**src/rtl/lcd_bus_arbiter.sv**
```systemverilog
// lcd_bus_arbiter: two-requester round-robin arbiter driving a write-only
// HD44780-style character LCD bus. Each granted byte goes through
// SETUP -> EHIGH -> HOLD -> WAIT before the next request is sampled.
// Optional macro LCD_INIT_SEQ_EN adds a power-on delay and a four-command
// init sequence (0x3C, 0x0C, 0x06, 0x01) ahead of normal operation.
module lcd_bus_arbiter #(
  parameter int E_CYCLES         = 12,
  parameter int WAIT_CYCLES      = 2500,
  parameter int LONG_WAIT_CYCLES = 82000,
  parameter int PWR_CYCLES       = 2000000
) (
  input  logic       CLK,
  input  logic       RESET,
  input  logic       REQ0,
  input  logic       REQ1,
  input  logic       RS0,
  input  logic       RS1,
  input  logic [7:0] DATA0,
  input  logic [7:0] DATA1,
  output logic       ACK0,
  output logic       ACK1,
  output logic       READY,
  output logic       BUSY,
  output logic       LCD_E,
  output logic       LCD_RS,
  output logic       LCD_RW,
  output logic [7:0] LCD_DATA
);

  localparam logic [2:0] IDLE  = 3'd2;
  localparam logic [2:0] SETUP = 3'd3;
  localparam logic [2:0] EHIGH = 3'd4;
  localparam logic [2:0] HOLD  = 3'd5;
  localparam logic [2:0] WAIT  = 3'd6;

  // One down/up counter serves every timed state, so it must hold the largest delay.
  localparam int MAX_A = (PWR_CYCLES > LONG_WAIT_CYCLES) ? PWR_CYCLES : LONG_WAIT_CYCLES;
  localparam int MAX_B = (MAX_A > E_CYCLES) ? MAX_A : E_CYCLES;
  localparam int MAX_C = (MAX_B > WAIT_CYCLES) ? MAX_B : WAIT_CYCLES;
  localparam int CNT_W = $clog2(MAX_C + 1);

`ifdef LCD_INIT_SEQ_EN
  localparam logic [2:0] INIT_PWR  = 3'd0;
  localparam logic [2:0] INIT_CMD  = 3'd1;
  localparam logic [2:0] RST_STATE = INIT_PWR;

  logic [1:0] init_idx;
  logic       ready_q;

  function automatic logic [7:0] init_byte(input logic [1:0] i);
    case (i)
      2'd0:    init_byte = 8'h3C;
      2'd1:    init_byte = 8'h0C;
      2'd2:    init_byte = 8'h06;
      default: init_byte = 8'h01;
    endcase
  endfunction

  assign READY = ready_q;
`else
  localparam logic [2:0] RST_STATE = IDLE;

  assign READY = 1'b1;
`endif

  logic [2:0]       state;
  logic [CNT_W-1:0] cnt;
  logic             last_grant;  // 1 = requester 1 was granted last
  logic             long_cmd;

  // Clear and home commands need the long post-write busy time.
  assign long_cmd = !LCD_RS && ((LCD_DATA[7:1] == 7'b0000000) || (LCD_DATA[7:1] == 7'b0000001));
  assign BUSY     = (state != IDLE);
  assign LCD_RW   = 1'b0;

  // Arbitration, bus sequencing and timing counter.
  always_ff @(posedge CLK) begin
    if (RESET) begin
      state      <= RST_STATE;
      cnt        <= '0;
      last_grant <= 1'b1;
      ACK0       <= 1'b0;
      ACK1       <= 1'b0;
      LCD_E      <= 1'b0;
      LCD_RS     <= 1'b0;
      LCD_DATA   <= 8'h00;
`ifdef LCD_INIT_SEQ_EN
      init_idx   <= 2'd0;
      ready_q    <= 1'b0;
`endif
    end else begin
      ACK0 <= 1'b0;
      ACK1 <= 1'b0;
      case (state)
`ifdef LCD_INIT_SEQ_EN
        INIT_PWR: begin
          if (cnt == CNT_W'(PWR_CYCLES - 1)) begin
            cnt   <= '0;
            state <= INIT_CMD;
          end else begin
            cnt <= cnt + 1'b1;
          end
        end
        INIT_CMD: begin
          LCD_RS   <= 1'b0;
          LCD_DATA <= init_byte(init_idx);
          state    <= SETUP;
        end
`endif
        IDLE: begin
          if (READY && (REQ0 || REQ1)) begin
            // On a tie the requester that did not win last time goes first.
            if (REQ0 && (!REQ1 || last_grant)) begin
              ACK0       <= 1'b1;
              LCD_RS     <= RS0;
              LCD_DATA   <= DATA0;
              last_grant <= 1'b0;
            end else begin
              ACK1       <= 1'b1;
              LCD_RS     <= RS1;
              LCD_DATA   <= DATA1;
              last_grant <= 1'b1;
            end
            state <= SETUP;
          end
        end
        SETUP: begin
          LCD_E <= 1'b1;
          cnt   <= CNT_W'(E_CYCLES - 1);
          state <= EHIGH;
        end
        EHIGH: begin
          if (cnt == '0) begin
            LCD_E <= 1'b0;
            state <= HOLD;
          end else begin
            cnt <= cnt - 1'b1;
          end
        end
        HOLD: begin
          cnt   <= long_cmd ? CNT_W'(LONG_WAIT_CYCLES - 1) : CNT_W'(WAIT_CYCLES - 1);
          state <= WAIT;
        end
        WAIT: begin
          if (cnt == '0) begin
`ifdef LCD_INIT_SEQ_EN
            if (ready_q) begin
              state <= IDLE;
            end else if (init_idx == 2'd3) begin
              ready_q <= 1'b1;
              state   <= IDLE;
            end else begin
              init_idx <= init_idx + 1'b1;
              state    <= INIT_CMD;
            end
`else
            state <= IDLE;
`endif
          end else begin
            cnt <= cnt - 1'b1;
          end
        end
        default: state <= IDLE;
      endcase
    end
  end

endmodule

```
**config.mk**
```make
export PLATFORM = sky130hd
export DESIGN_NAME = lcd_bus_arbiter
export DESIGN_NICKNAME = d
export VERILOG_FILES = /design/src/rtl/lcd_bus_arbiter.sv
export SDC_FILE = /design/constraint.sdc
export NUM_CORES = 1
export LEC_CHECK = 0
export ABC_AREA = 1
export CORE_ASPECT_RATIO = 1.75
export CORE_MARGIN = 3
export CORE_UTILIZATION = 30
export CTS_CLUSTER_SIZE = 40
export DETAILED_ROUTE_END_ITERATION = 10
export PLACE_DENSITY = 0.47
export REMOVE_ABC_BUFFERS = 1
export SLEW_MARGIN = 40
export SYNTH_ARGS = -nofsm -noshare
export SYNTH_HDL_FRONTEND = slang
export SYNTH_SLANG_ARGS = --single-unit
```
**constraint.sdc**
```tcl
create_clock -name CLK -period 2.1 [get_ports CLK]
set_input_delay 0.525 -clock CLK [delete_from_list [all_inputs] [get_ports CLK]]
set_output_delay 0.525 -clock CLK [all_outputs]
set_load 0.005 [all_outputs]
```
==> results of run 1 <==
-- how the worst max path moves through the flow --
stage	startpoint	endpoint	slack [ns]
CTS	state[0]	BUSY	0.11
global route	state[0]	BUSY	0.02
detailed placement	REQ0	LCD_DATA[6]	0.18
finish	state[0]	BUSY	0.13
floorplan	cnt[0]	cnt[15]	0.55
global placement	REQ0	LCD_DATA[4]	0.20
-- per-stage QoR --
step                instances  utilization, %
floorplan                 323               -
finish                    456            39.5
detailed placement        448            37.5
CTS                       456            39.5
global placement          448            37.5
global route              456            39.5
-- routing by layer --
layer	track usage [%]	share of wire (%)	up-vias
li1	-	-	1114
met1	14.3	38	906
met2	30.1	57	46
met3	2.91	3.7	4
met4	5.35	1.2	0
met5	0	0	-
-- logic make-up after synthesis --
group / Yosys count / share of synthesized area, %
AND/OR/NAND/NOR: 194 / 42.0
adder cells (fa/ha/maj): 1 / 0.589
XOR/XNOR: 2 / 0.825
buffers and inverters: 51 / 10.1
flip-flops: 37 / 34.9
other: 2 / 0.354
AO/OA/AOI/OAI: 43 / 11.2
-- where the power goes --
| group | switching [mW] | internal (mW) | total [mW] |
|---|---|---|---|
| clock network | 0.287 | 0.436 | 0.723 |
| logic | 1.48 | 0.863 | 2.34 |
| registers | 0.193 | 0.920 | 1.11 |
| total | 1.96 | 2.22 | 4.18 |
-- final cells by class --
type | count | area [µm²]
Fill cell | 733 | 4150
Multi-Input combinational cell | 242 | 1170
Tap cell | 84 | 105
Inverter | 44 | 165
Clock buffer | 6 | 129
Timing Repair Buffer | 41 | 393
Sequential cell | 37 | 741
Clock inverter | 2 | 10.0
-- worst max-delay path, stage by stage (launching register included) --
cell             delay (ns)
dfxtp_1                0.36
nor3_2                 0.25
inv_1                  0.09
clkdlybuf4s50_1        0.46
-- registers in the layout, summed over array words and instances (netlist names) --
register and flops:
cnt 21, LCD_DATA 8, state 3, ACK0 1
ACK1 1, LCD_E 1, LCD_RS 1, last_grant 1
-- cell usage in the layout (no fill, tap or decap) --
cell             Yosys  layout
nor3b_1              2       2
o21ai_0              9       9
o211ai_1             1       1
a21oi_4              1       1
nor3_2               1       1
ha_1                 1       1
nor3_1               2       2
a31oi_1              1       1
o21ai_1              8       8
conb_1               2       2
nand3_2              3       3
nor2_1              57      57
xor2_1               2       2
nor2_4               2       2
nand4_1              4       4
nand3_4              1       1
inv_1               37      37
nand2_4              3       3
a21oi_1             21      21
clkbuf_1             2       1
nor2_8               1       1
nand2_1             84      84
clkinv_2             0       2
nor2_2               4       4
nand3_1             27      27
nand2_2              3       3
clkdlybuf4s50_1      0      34
clkbuf_16            0       5
inv_2                4       4
buf_4                2       7
dfxtp_1             37      37
a21oi_2              2       2
clkinv_1             3       3
==> summary.txt, run 1 <==
Finish
  • Final std cell area, no fill: 2710 µm²
  • Layout Nets: 394
  • Synth-to-Final Area Change: 27.6%
  • Layout cells sized above 1: 10.5%
  • Inserted Diodes: 0

Synth
  • Most common cell in the netlist: nand2_1
  • Post-synth EDFFs: 0
  • Yosys reg bits: 37
  • Sequential area share after synthesis: 34.9%
  • Most used DFF post-synth: dfxtp_1
  • Synth warn: 0
  • Post-synth top area share: 34.9%
  • Mapped Area: 2120 µm²
  • Dominant cells by area after synthesis: dfxtp_1 (35%), nand2_1 (15%), nor2_1 (10%), inv_1 (6.5%), nand3_1 (6.4%)
  • Ys async rst share: 0%
  • Synth Instances: 330
  • Syn avg cell area: 6.43 µm²
  • Post-synth top cells: nand2_1 (84), nor2_1 (57), dfxtp_1 (37), inv_1 (37), nand3_1 (27)
  • Netlist cell types: 32
  • Largest area contributor in the netlist: dfxtp_1

Worst setup path
  • R2r setup slk: 0.27 ns
  • Arrival time at the worst endpoint: 1.45 ns
  • Reg2Reg Depth: 10
  • Required time worst endpoint: 1.57 ns
  • Worst setup EP type: output pin
  • Critical path class: reg2out
  • CP Launch Type: register
  • R2R Path End: cnt[14]
  • Crit Reg-Reg Startpoint: cnt[0]
  • CP Max Fanout: 4

Placed design
  • DP HPWL: 4.52 mm
  • Final RePlAce weighted congestion: 0.806
  • Instance area at placement: 2570 µm²
  • Placement Setup Slack: 0.175 ns
  • # port buffers: 34

Floorplan
  • Rows: 40
  • Ports: 37
  • Core area: 6860 µm²
  • DIE AREA: 8160 µm²
  • Die Height: 117 µm
  • Initial core utilization: 31.0%
  • Die width: 69.6 µm

Drt
  • Drt total wl: 5.78 mm
  • # DRC: 0
  • Vias: 2,070
  • Drt pass-1 iters: 4
  • Routed Antenna Nets: 0
  • Via-to-Cell Ratio: 4.54
  • Routed len/inst: 12.7 µm
  • Initial DRC count: 58

Timing
  • Setup ws final: 0.128 ns
  • Worst clock skew: 0.00144 ns
  • Final Cycle Share: 93.9%
  • Fin. Hold Viols: 0
  • Final min period: 1.97 ns
  • # setup viols final: 0
  • Slew Limit Fails: 0
  • Sum Neg Setup Slack: 0 ns
  • Fmax: 507 MHz
  • Fin Hold WS: 0.466 ns
  • RSZ-0062 raised after global routing: no

Power and ir drop
  • Pwr/cell area: 1540 nW/µm²
  • P_leak: 1.24 nW
  • Worst vdd ir: 0.000591 V
  • Design Power: 4.18 mW

Clock network
  • Buffer depth of the longest clock path: 2
  • CTS hold repair buffers: 0
  • CTS tree: built
  • # clock sinks: 37
  • H-tree depth: 2
  • Clock tree root buffer cell: clkbuf_16
  • Reg clk slew, reported paths: 0.05 ns
  • Clk_lat worst skew: 0.28 ns
  • Post-cts sizing count: 0
  • Post-CTS Setup Bufs: 0
  • TritonCTS buffer count: 5

Global route
  • Vias in the first global route: 1,950
  • Initial antenna violation count: 0
  • Global Route Usage Sum: 14.7%
  • Total grt overflow: 0
  • First-pass GRT wire length: 9.32 mm
  • Largest net degree at the start of global routing: 25

Flow run
  • Count of max-cap constraint violations: 0

Min path
  • Worst Hold Class: reg2reg
  • Hold Path Cell Cnt: 2
  • Hold Startpoint: cnt[1]
  • Hold Path End: cnt[1]

Status
  • Outcome: complete, no violations
No activity file was read; power rests on OpenSTA's default activity.
==> run 2, diff against run 1 <==
--- a/config.mk
+++ b/config.mk
@@ -13,6 +13,7 @@
 export DETAILED_ROUTE_END_ITERATION = 10
 export PLACE_DENSITY = 0.47
 export REMOVE_ABC_BUFFERS = 1
+export SETUP_SLACK_MARGIN = 0.2
 export SLEW_MARGIN = 40
 export SYNTH_ARGS = -nofsm -noshare
 export SYNTH_HDL_FRONTEND = slang
==> summary.txt, run 2 (same netlist as run 1, synthesis figures left out) <==
Status
  • Outcome: complete, no violations

Finish
  • Synth-to-Final Area Change: 30.2%
  • FILL cells: 731 (-0.27%)
  • Layout Nets: 399 (+1.3%)
  • Regs by FF count: cnt (21), LCD_DATA (8), state (3)
  • Layout cells sized above 1: 11.9% (+1.5 points)
  • Commonest non-fill, non-tap cells in the layout: nand2_1 (83), nor2_1 (57), dfxtp_1 (37), inv_1 (37), clkdlybuf4s50_1 (33)
  • Number of flip-flops in the largest register: 21 (unchanged)
  • Most flop-heavy register: cnt
  • Finished Layout Cells: 461 (+1.1%)
  • Most common cell after layout, fill and taps aside: nand2_1
  • Inserted Diodes: 0 (unchanged)

Global route
  • Vias in the first global route: 1,989 (+2.0%)
  • Largest net degree at the start of global routing: 25 (unchanged)
  • First-pass GRT wire length: 9.50 mm (+1.9%)
  • Global Route Usage Sum: 15.0% (+0.27 points)
  • Initial antenna violation count: 0 (unchanged)
  • Total grt overflow: 0 (unchanged)

Worst setup path
  • Arrival time at the worst endpoint: 1.28 ns (-0.17 ns)
  • Crit path cell chain: inv_1, nor3_4, inv_1, dlygate4sd2_1
  • CP Launch Type: register
  • CP Max Fanout: 3 (-1)
  • Crit Reg-Reg Startpoint: cnt[0]
  • Reg2Reg Depth: 8 (-2)
  • Worst setup EP type: output pin
  • R2R Path End: cnt[10]
  • Critical path's most frequent cell: inv_1
  • Capture point of the worst path: BUSY
  • Critical path class: reg2out
  • Max stage delay on crit path: 0.35 ns (-0.11 ns)
  • Required time worst endpoint: 1.57 ns (about the same)
  • Crit path from: state[1]
  • Slowest CP cell: dfxtp_1
  • R2r setup slk: 0.40 ns (+0.13 ns)

Timing
  • Final min period: 1.80 ns (-0.168 ns)
  • Sum Neg Setup Slack: 0 ns (unchanged)
  • Slew Limit Fails: 0 (unchanged)
  • Fmax: 554 MHz (+9.3%)
  • Worst clock skew: 0.00205 ns (+0.000606 ns)
  • RSZ-0062 raised after global routing: no
  • Final Cycle Share: 85.9% (-8.0 points)
  • # setup viols final: 0 (unchanged)
  • Fin Hold WS: 0.468 ns (+0.00201 ns)
  • Fin. Hold Viols: 0 (unchanged)

Clock network
  • # clock sinks: 37 (unchanged)
  • TritonCTS buffer count: 5 (unchanged)
  • Clk_lat worst skew: 0.28 ns (about the same)
  • Buffer depth of the longest clock path: 2 (unchanged)
  • H-tree depth: 2 (unchanged)
  • Clock tree root buffer cell: clkbuf_16
  • CTS tree: built
  • Reg clk slew, reported paths: 0.06 ns (about the same)

Floorplan
  • Ports: 37 (unchanged)
  • Rows: 40 (unchanged)
  • Core area: 6860 µm² (unchanged)
  • Die width: 69.6 µm (unchanged)
  • DIE AREA: 8160 µm² (unchanged)
  • Initial core utilization: 31.0% (unchanged)
  • Die Height: 117 µm (unchanged)

Drt
  • Vias: 2,103 (+1.6%)
  • Routed Antenna Nets: 0 (unchanged)
  • Drt pass-1 iters: 4 (unchanged)
  • Routed len/inst: 12.7 µm (about the same)
  • Drt total wl: 5.84 mm (+1.1%)
  • # DRC: 0 (unchanged)
  • Via-to-Cell Ratio: 4.56 (+0.49%)
  • Initial DRC count: 69 (+19%)

Power and ir drop
  • Worst vdd ir: 0.000555 V (-6.0%)
  • P_leak: 1.26 nW (+2.4%)
  • Pwr/cell area: 1570 nW/µm² (+1.6%)

Placed design
  • # port buffers: 34 (unchanged)
  • Final RePlAce weighted congestion: 0.806 (unchanged)
  • Post-Place Cells: 448 (unchanged)
  • DP HPWL: 4.52 mm (unchanged)

Min path
  • Worst Hold Class: reg2reg

Flow run
  • Count of max-cap constraint violations: 0 (unchanged)
==> run 2: final cells by class <==
cell class	count	area [µm²]	area share, %
flip-flops and latches	37	741	26.8
clock inverters	2	10.0	0.362
repair buffers	46	429	15.5
inverters	44	165	5.98
multi-input cells	242	1180	42.9
well taps	84	105	3.80
clock buffers	6	129	4.66
==> run 2: how the worst min path moves through the flow <==
stage	depth (start not counted)	from	slack, ns	endpoint
after global routing	2	cnt[1]	0.48	cnt[1]
after detailed placement	2	cnt[1]	0.46	cnt[1]
after floorplan	2	cnt[1]	0.44	cnt[1]
after CTS	2	cnt[1]	0.47	cnt[1]
after global placement	2	cnt[1]	0.46	cnt[1]
final	2	cnt[1]	0.47	cnt[1]
==> run 2: where the power goes <==
| group | internal [mW] | switching (mW) |
|---|---|---|
| Clock | 0.436 | 0.288 |
| Combinational | 0.962 | 1.52 |
| Sequential | 0.920 | 0.199 |
==> run 2: through the flow <==
step,worst slack [ns],instance area [µm²],power (mW),utilization (%)
2_1_floorplan,0.548,2070,2.73,-
3_3_place_gp,0.204,2570,3.50,37.5
3_5_place_dp,0.175,2570,3.50,37.5
4_1_cts,0.232,2750,4.35,40.1
5_1_grt,0.222,2760,4.74,40.3
6_report,0.296,2760,4.33,40.3
==> run 2: layer usage <==
layer	share of wire, %	vias to the layer above	routed length, µm	global-route usage, %
li1	-	1126	-	-
met1	38	922	2220	14.5
met2	57	51	3350	30.9
met3	3.4	4	201	2.91
met4	1.2	0	72	5.35
met5	0	-	0	0
==> run 2: critical path, delay by kind of cell (launching register included) <==
kind	cells	cell delay [ns]
and+or+nand+nor	1	0.21
DFF	1	0.35
buffers and inverters	3	0.44
==> run 2: timing repair <==
action	CTS	global route
endpoints found under the setup margin	1	8
resized for setup	1	3
buffers inserted	5	0
pin swaps	1	0
hold buffers	0	0
